### config.mk
export PLATFORM = sky130hd
export DESIGN_NAME = pol2rec
export DESIGN_NICKNAME = d
export VERILOG_FILES = /design/src/rtl/pol2rec_pkg.sv /design/src/rtl/pol2rec_atan_rom.sv /design/src/rtl/pol2rec.sv
export SDC_FILE = /design/constraint.sdc
export NUM_CORES = 1
export LEC_CHECK = 0
export BUFFER_PORTS_ARGS = -buffer_cell sky130_fd_sc_hd__buf_2
export CAP_MARGIN = 20
export CORE_AREA = 2 2 154 269
export DETAILED_ROUTE_END_ITERATION = 10
export DIE_AREA = 0 0 156 271
export PLACE_DENSITY = 0.77
export SLEW_MARGIN = 25
export SYNTH_ARGS = -nofsm -noshare
export SYNTH_HDL_FRONTEND = slang
export SYNTH_SLANG_ARGS = --single-unit
### constraint.sdc
create_clock -name clock -period 5.5 [get_ports clock]
set_input_delay 0.55 -clock clock [delete_from_list [all_inputs] [get_ports clock]]
set_output_delay 0.55 -clock clock [all_outputs]
set_load 0.01 [all_outputs]
### src/rtl/pol2rec_pkg.sv
// Shared constants, formats and state encoding for the polar-to-rectangular CORDIC.
// Gain compensation is enabled by defining POL2REC_GAIN_COMP_EN.
package pol2rec_pkg;

  localparam int unsigned NiterDefault = 32;

  // 16Q16 modulus / X / Y, 8Q24 angle in degrees
  localparam int unsigned ModW     = 32;
  localparam int unsigned ModFracW = 16;
  localparam int unsigned AngW     = 32;
  localparam int unsigned AngFracW = 24;
  localparam int unsigned IterW    = 5;

  // 1/K in 1Q31
  localparam logic signed [ModW-1:0] Kinv = 32'sh4DBA76D4;

  typedef enum logic [0:0] {
    StIdle,
    StRun
  } state_e;

  // Pre-scales the modulus by 1/K so the rotated vector leaves with unit gain.
  function automatic logic signed [ModW-1:0] gain_comp(input logic signed [ModW-1:0] m);
    logic signed [2*ModW-1:0] prod;
    prod = (2*ModW)'(m) * (2*ModW)'(Kinv);
    return ModW'(prod >>> 31);
  endfunction

endpackage

### src/rtl/pol2rec_atan_rom.sv
// atan(2^-i) in degrees, 8Q24, indexed by the CORDIC iteration number.
module pol2rec_atan_rom
  import pol2rec_pkg::*;
(
  input  logic [IterW-1:0] addr,
  output logic [AngW-1:0]  atan
);

  always_comb begin
    atan = '0;
    unique case (addr)
      5'd0:  atan = 32'h2D000000;
      5'd1:  atan = 32'h1A90A732;
      5'd2:  atan = 32'h0E094740;
      5'd3:  atan = 32'h07200112;
      5'd4:  atan = 32'h03938AA6;
      5'd5:  atan = 32'h01CA3795;
      5'd6:  atan = 32'h00E52A1B;
      5'd7:  atan = 32'h007296D8;
      5'd8:  atan = 32'h00394BA5;
      5'd9:  atan = 32'h001CA5DA;
      5'd10: atan = 32'h000E52EE;
      5'd11: atan = 32'h00072977;
      5'd12: atan = 32'h000394BC;
      5'd13: atan = 32'h0001CA5E;
      5'd14: atan = 32'h0000E52F;
      5'd15: atan = 32'h00007297;
      5'd16: atan = 32'h0000394C;
      5'd17: atan = 32'h00001CA6;
      5'd18: atan = 32'h00000E53;
      5'd19: atan = 32'h00000729;
      5'd20: atan = 32'h00000395;
      5'd21: atan = 32'h000001CA;
      5'd22: atan = 32'h000000E5;
      5'd23: atan = 32'h00000073;
      5'd24: atan = 32'h00000039;
      5'd25: atan = 32'h0000001D;
      5'd26: atan = 32'h0000000E;
      5'd27: atan = 32'h00000007;
      5'd28: atan = 32'h00000004;
      5'd29: atan = 32'h00000002;
      5'd30: atan = 32'h00000001;
      5'd31: atan = 32'h00000000;
    endcase
  end

endmodule

### src/rtl/pol2rec.sv
// Serial CORDIC (rotation mode): polar (16Q16 modulus, 8Q24 degrees) to rectangular 16Q16.
// Define POL2REC_GAIN_COMP_EN to pre-scale the modulus by 1/K; otherwise outputs carry gain K.
module pol2rec
  import pol2rec_pkg::*;
#(
  parameter int unsigned NITER = NiterDefault
) (
  input  logic                   clock,
  input  logic                   reset,
  input  logic                   enable,
  input  logic                   start,
  input  logic signed [ModW-1:0] mod,
  input  logic signed [AngW-1:0] angle,
  output logic signed [ModW-1:0] x,
  output logic signed [ModW-1:0] y,
  output logic                   done
);

  state_e                 state_q, state_d;
  logic [IterW-1:0]       iter_q, iter_d;
  logic signed [ModW-1:0] xr_q, xr_d, yr_q, yr_d;
  logic signed [AngW-1:0] zr_q, zr_d;
  logic signed [ModW-1:0] x_q, x_d, y_q, y_d;
  logic                   done_q, done_d;

  logic signed [ModW-1:0] x0;
  logic [AngW-1:0]        atan_i;
  logic signed [ModW-1:0] xs, ys, xr_nx, yr_nx;
  logic signed [AngW-1:0] zr_nx;
  logic                   last_iter;

`ifdef POL2REC_GAIN_COMP_EN
  assign x0 = gain_comp(mod);
`else
  assign x0 = mod;
`endif

  pol2rec_atan_rom u_atan_rom (
    .addr (iter_q),
    .atan (atan_i)
  );

  assign xs        = xr_q >>> iter_q;
  assign ys        = yr_q >>> iter_q;
  assign last_iter = (iter_q == IterW'(NITER - 1));

  // One micro-rotation; direction chosen to drive the residual angle toward zero.
  always_comb begin
    if (!zr_q[AngW-1]) begin
      xr_nx = xr_q - ys;
      yr_nx = yr_q + xs;
      zr_nx = zr_q - $signed(atan_i);
    end else begin
      xr_nx = xr_q + ys;
      yr_nx = yr_q - xs;
      zr_nx = zr_q + $signed(atan_i);
    end
  end

  always_comb begin
    state_d = state_q;
    iter_d  = iter_q;
    xr_d    = xr_q;
    yr_d    = yr_q;
    zr_d    = zr_q;
    x_d     = x_q;
    y_d     = y_q;
    done_d  = done_q;

    if (start) begin
      // Load wins over iteration and ignores enable; outputs keep the previous result.
      state_d = StRun;
      iter_d  = '0;
      xr_d    = x0;
      yr_d    = '0;
      zr_d    = angle;
      done_d  = 1'b0;
    end else if (state_q == StRun && enable) begin
      xr_d   = xr_nx;
      yr_d   = yr_nx;
      zr_d   = zr_nx;
      iter_d = iter_q + IterW'(1);
      if (last_iter) begin
        x_d     = xr_nx;
        y_d     = yr_nx;
        done_d  = 1'b1;
        state_d = StIdle;
        iter_d  = '0;
      end
    end
  end

  always_ff @(posedge clock) begin
    if (reset) begin
      state_q <= StIdle;
      iter_q  <= '0;
      xr_q    <= '0;
      yr_q    <= '0;
      zr_q    <= '0;
      x_q     <= '0;
      y_q     <= '0;
      done_q  <= 1'b0;
    end else begin
      state_q <= state_d;
      iter_q  <= iter_d;
      xr_q    <= xr_d;
      yr_q    <= yr_d;
      zr_q    <= zr_d;
      x_q     <= x_d;
      y_q     <= y_d;
      done_q  <= done_d;
    end
  end

  assign x    = x_q;
  assign y    = y_q;
  assign done = done_q;

endmodule

* Word-level counts from Yosys, hierarchy flattened *
Memory sizes are Yosys's and may differ from the RTL's. A register that Yosys moved wholly into a read port is not among the register bits.
Cells that the tools add are included.

cells by class
  add/sub/neg operators = 7
  eq/ne operators = 1
  shift operators = 2
  muxes and demuxes = 13
  bitwise logic cells = 1
  reduce and logical (&&, ||, !) cells = 7

operator list
  kind                                         number
  two-way mux 32 bit                           7
  adder 32 bit                                 3
  subtractor 32 bit                            3
  >>> shifter 32 x 5 -> 32 bit                 2
  two-way mux 5 bit                            3
  adder 5 x 1 -> 5 bit, second input constant  1
  equality test 5 bit, second input constant   1
  AND reduction 2 bit                          2
  nonzero test 2 bit                           2
  two-way mux 1 bit                            3
  AND reduction 3 bit                          1
  OR reduction 2 bit                           1
  logical AND 1 bit                            1
  inverter 1 bit                               1

storage, ports and cells
  bits in registers = 167
  bits in read-only memories = 960
  bits of input ports = 68
  logic and storage cells = 40
  memories = 1

memory list
  memory           depth  bits a word  read ports  clocked after Yosys merged registers in  wr ports  line                    RTL
  (no name shown)  32     30           1           1                                        0         pol2rec_atan_rom.sv:11  unique case (addr)

* Depth between registers and ports, before layout *
  word-level depth = 5
  gate-level depth with buffers = 26
  gate-level depth less buffers = 21

* Cells and area by module *
Synthesis repeated with hierarchy kept, for this count alone.

second synthesis, totals
  cell total of the unflattened synthesis = 2,279
  area total of the unflattened synthesis = 17,677.0 µm²

by module, submodules not included
  module            instances  cells each  area an instance (µm²)
  pol2rec           1          2,117       16,590.9
  pol2rec_atan_rom  1          162         1,086.0

* Worst setup path before layout *
Ideal clock, no wire load.

  path kind = reg-to-reg
  start point = register iter_q[0]
  end point = register xr_q[28]
  setup time = 0.122 ns
  arrival = 5.449 ns
  setup slack = -0.071 ns
  stages on the path, launching flop included = 25
  clock period less this slack = 5.571 ns
  path through = dfxtp_1 -> buf_6 -> buf_4 -> buf_6 -> buf_2 -> mux4_2 -> a32oi_1 -> o21ai_0 -> a211oi_2 -> and4_1 -> and3_1 -> nand2_1 -> nor3_1 -> a2bb2oi_1 -> o21ai_0 -> ha_1 -> nor3_1 -> nor2_1 -> a211o_1 -> o21ai_0 -> a21oi_1 -> a21o_1 -> a21oi_1 -> xnor2_1 -> a221o_1

on the way
  word-level cells in the longest chain between the ends = 5
  elaborated cells on any way between the ends = 6
  classes of those cells = add/sub: 2; shift: 1; mux: 3

RTL lines
  what                                               line                          RTL
  start, declared                                    pol2rec.sv:20                 logic [IterW-1:0] iter_q, iter_d;
  start signal, assigned                             pol2rec.sv:105                iter_q <= iter_d;
  >>> shifter 32 x 5 -> 32 bit *                     pol2rec.sv:44                 assign ys = yr_q >>> iter_q;
  subtractor 32 bit or adder 32 bit (tied branches)  pol2rec.sv:50, pol2rec.sv:54
  two-way mux 32 bit *                               pol2rec.sv:49                 if (!zr_q[AngW-1]) begin
  two-way mux 32 bit *                               pol2rec.sv:78                 end else if (state_q == StRun && enable) begin
  two-way mux 32 bit *                               pol2rec.sv:70                 if (start) begin
  end signal, assigned                               pol2rec.sv:106                xr_q <= xr_d;
  end, declared                                      pol2rec.sv:21                 logic signed [ModW-1:0] xr_q, xr_d, yr_q, yr_d;

Every way passes the cells marked *; elsewhere a longest branch is shown, timed or not. The select of a mux whose other input is x is not followed.
A chain may end at the register's enable or synchronous reset.

* Worst setup path after layout *
  start point = register iter_q[0]
  end point = register x_q[27], in the netlist x[27]

on the way
  word-level cells in the longest chain between the ends = 3
  elaborated cells on any way between the ends = 6
  classes of those cells = add/sub: 2; eq/ne: 1; shift: 1; mux: 1; reduce/logical: 1

RTL lines
  what                                               line                          RTL
  >>> shifter 32 x 5 -> 32 bit                       pol2rec.sv:44
  subtractor 32 bit or adder 32 bit (tied branches)  pol2rec.sv:50, pol2rec.sv:54
  two-way mux 32 bit                                 pol2rec.sv:49
  end signal, assigned                               pol2rec.sv:100                x_q <= '0;
  end signal, assigned                               pol2rec.sv:109                x_q <= x_d;
  end, declared                                      pol2rec.sv:23                 logic signed [ModW-1:0] x_q, x_d, y_q, y_d;

Several ways; a longest one is shown, not always the timed one.

==> impl_metrics.env <==
export IMPL_status="complete, but fails checks"
export IMPL_violations="setup timing"
export IMPL_cp_start_kind="flop"
export IMPL_coreArea_mm2=0.0399
export IMPL_crit_required_ns=5.89
export IMPL_critical_path_slowest_cell="mux4_2"
export IMPL_yosys_warnings=0
export IMPL_overflow=0
export IMPL_drt_iter0_drc=1988
export IMPL_rrSetupSlack_ns=-0.33
export IMPL_switching_power_mw=2.51
export IMPL_worstMarginPinSlew_ns=1.07
export IMPL_p_int_mw=3.53
export IMPL_synthCells=2358
export IMPL_worst_slack_ns=-0.327
export IMPL_seqPwrFrac=0.254
export IMPL_finClkSkew_ns=0.0270
export IMPL_hold_viol=0
export IMPL_area_growth_pct=36.2
export IMPL_dieWidth_um=156
export IMPL_p_clk_frac=0.221
export IMPL_synth_area_leaders="dfxtp_1 (21%), mux4_2 (9.7%), ha_1 (7.4%)"
export IMPL_worstHoldPathType="primary input to flop"
export IMPL_antenna_found_initial=6
export IMPL_drv_slew=0
export IMPL_grt_max_degree=88
export IMPL_vias_per_cell=6.56
export IMPL_synth_top_area_frac=0.208
export IMPL_cellLeakagePower_nw=11.5
export IMPL_ys_flop_type="dfxtp_1"
export IMPL_grt_pass1_wl_um=135000
export IMPL_routed_wl_um=93100
export IMPL_endpoint="x[27]$_SDFFE_PP0P_"
export IMPL_nets=3131
export IMPL_cp_cell_sequence="buf_12 -> buf_12 -> mux4_2 -> mux4_2 -> a2111o_1 -> o31ai_4 -> nand4_4 -> buf_6 -> or4_4 -> or2_4 -> nor2_4 -> mux2i_1 -> o21ai_2 -> ha_4 -> nand2_4 -> a2111oi_4 -> buf_4 -> nand3b_1 -> a31oi_1 -> xnor2_1 -> nand2_2 -> o32ai_2"
export IMPL_ant_nets=0
export IMPL_insertion_delay_ns=0.50
export IMPL_fin_crit_ns=5.83
export IMPL_final_area_mm2=0.0259
export IMPL_switching_share=0.415
export IMPL_drc_errors=0
export IMPL_route_vias_total=22700
export IMPL_place_gp_congestion=1.05
export IMPL_grt_usage=0.428
export IMPL_die_area_mm2=0.0423
export IMPL_syn_nets=2542
export IMPL_setup_viol=23
export IMPL_clock_root_buffer="clkbuf_16"
export IMPL_synth_most_common_cell="nand2_1"
export IMPL_nFillCells=3317
export IMPL_cts_tree="done"
export IMPL_start_util=0.476
export IMPL_synth_area_leader_cell="dfxtp_1"
export IMPL_post_dp_cell_area_mm2=0.0237
export IMPL_first_pass_iters=6
export IMPL_cts_sinks=197
export IMPL_cts_htree_levels=4
export IMPL_io_pins=133
export IMPL_die_h_um=271
export IMPL_critical_path_class="flop to flop"
export IMPL_synth_area_mm2=0.0190
export IMPL_r2r_cells=22
export IMPL_wire_per_inst_um=26.9
export IMPL_slew_headroom=0.281
export IMPL_ys_ff_latch=197
export IMPL_fin_util=0.648
export IMPL_comb_power_share=0.525
export IMPL_arrival_ns=6.22
export IMPL_synthDistinctLibCells=94
export IMPL_grt_pass1_vias=22400
export IMPL_dp_slack_ns=-0.620
export IMPL_power_mw=6.04
export IMPL_dp_hpwl_um=70700
export IMPL_holdBufCountCts=0
export IMPL_fmax_ghz=0.172
export IMPL_numCtsBuffers=17
export IMPL_synth_top_cells_by_count="nand2_1 (261), a21oi_1 (245), nor2_1 (230)"
export IMPL_placement_rows=97
export IMPL_crit_fanout=5
export IMPL_cp_end_kind="flop"
export IMPL_startpoint="iter_q[0]$_SDFFE_PP0P_"
export IMPL_timing_rr_end="x[27]$_SDFFE_PP0P_"
export IMPL_maxCapViolCount=0
export IMPL_syn_avg_cell_area_um2=8.06
export IMPL_r2r_start="iter_q[0]$_SDFFE_PP0P_"
export IMPL_cts_buffer_depth=2
export IMPL_peakVddDrop_mv=0.171
export IMPL_io_buffers=132
export IMPL_synth_async_reset_ratio=0
export IMPL_rsz0062_at_grt="true"
export IMPL_power_density_mw_per_mm2=233
export IMPL_synth_edf_count=0
export IMPL_cts_clk_slew_worst_paths_ns=0.09
export IMPL_ys_seq_area_frac=0.208
export IMPL_final_layout_size_suffix_gt1_frac=0.356
export IMPL_critPathMaxStageDelay_ns=0.57
export IMPL_fin_crit_sh=1.06
power groups by stage:
stage / registers, mW / clock network, mW / logic [mW]
after global placement: 1.56 / 0 / 2.63
final: 1.53 / 1.34 / 3.17
after floorplan: 1.55 / 0 / 1.40
after detailed placement: 1.56 / 0 / 2.69
after CTS: 1.53 / 1.34 / 2.81
after global routing: 1.53 / 1.39 / 3.32
cell families after synthesis:
kind of cell               after synthesis  synth area share
AOI/OAI and AO/OA                      762             0.263
xor gates and xnor gates               166            0.0772
adders and majority gates              116            0.0776
buffers and inverters                  211            0.0507
DFF                                    197             0.208
muxes                                  144             0.140
and+or+nand+nor                        762             0.184
worst min-delay path by stage:
stage | start | endpoint | slack (ns) | cells after the start
finish | angle[0] | zr_q[0]$_SDFFE_PP0P_ | 0.28 | 3
global placement | y[21]$_SDFFE_PP0P_ | y[21]$_SDFFE_PP0P_ | 0.42 | 2
global route | angle[10] | zr_q[10]$_SDFFE_PP0P_ | 0.29 | 3
floorplan | state_q$_SDFFE_PP0P_ | state_q$_SDFFE_PP0P_ | 0.45 | 1
detailed placement | y[23]$_SDFFE_PP0P_ | y[23]$_SDFFE_PP0P_ | 0.44 | 2
CTS | angle[0] | zr_q[0]$_SDFFE_PP0P_ | 0.28 | 3
stage by stage:
step,hold slack (ns),setup TNS [ns],instances
finish,0.280,-2.52,3458
global route,0.292,-7.55,3456
CTS,0.278,-0.0548,3433
detailed placement,0.437,-12.46,3368
global placement,0.420,-9.35,3368
floorplan,0.454,0,2358
flip-flops by register name, summed over array words and instances, names as in the netlist:
signal / cells
zr_q: 32
x: 32
done: 1
u_atan_rom.atan: 30
iter_q: 5
y: 32
yr_q: 32
state_q: 1
xr_q: 32
critical path: cells and delay by family (launching register included):
family	cells	cell delay, ns
adder cells (fa/ha/maj)	1	0.32
multiplexers	3	1.29
AO/OA/AOI/OAI	6	1.36
XOR/XNOR	1	0.24
flip-flops	1	0.39
buffers and inverters	4	0.56
AND/OR/NAND/NOR	7	1.58
cell usage in the layout (no fill, tap or decap), drive strengths merged, types with 33 or more instances in the layout:
| cell | instances |
|---|---|
| ha | 113 |
| nand2 | 261 |
| o21ai | 130 |
| inv | 60 |
| nor3 | 56 |
| a31oi | 40 |
| mux4 | 92 |
| buf | 724 |
| a21oi | 245 |
| a22o | 47 |
| xor2 | 65 |
| nor2 | 231 |
| dfxtp | 197 |
| xnor2 | 100 |
| a211oi | 43 |
| mux2i | 33 |
| nand3 | 46 |
| a21o | 41 |
layout make-up:
type / instances / area (um2) / share of cell area
antenna: 3 / 7.51 / 0.000290
clock buffer: 19 / 443 / 0.0171
clock inverter: 13 / 153 / 0.00590
inverter: 56 / 210 / 0.00812
multi-input combinational: 1950 / 15100 / 0.582
sequential: 197 / 3960 / 0.153
tap: 495 / 619 / 0.0239
timing repair buffer: 725 / 5430 / 0.210
routing by layer:
layer  vias up  routed length, um  part of all wire  global-route usage
met5         -                 13           0.00014                   0
met2      1369              44700              0.48               0.721
met4         2              13800              0.15               0.503
li1       9985                  -                 -                   -
met1     10700              28100              0.30               0.387
met3       638               6530             0.070              0.0996
timing repair:
| item | 4_1_cts | 5_1_grt |
|---|---|---|
| setup endpoints to repair | 42 | 64 |
| cloned | 2 | 0 |
| pin swaps | 44 | 82 |
| gates resized for setup | 110 | 146 |
| setup buffers | 32 | 23 |
Power figures use the tool's default switching activity.
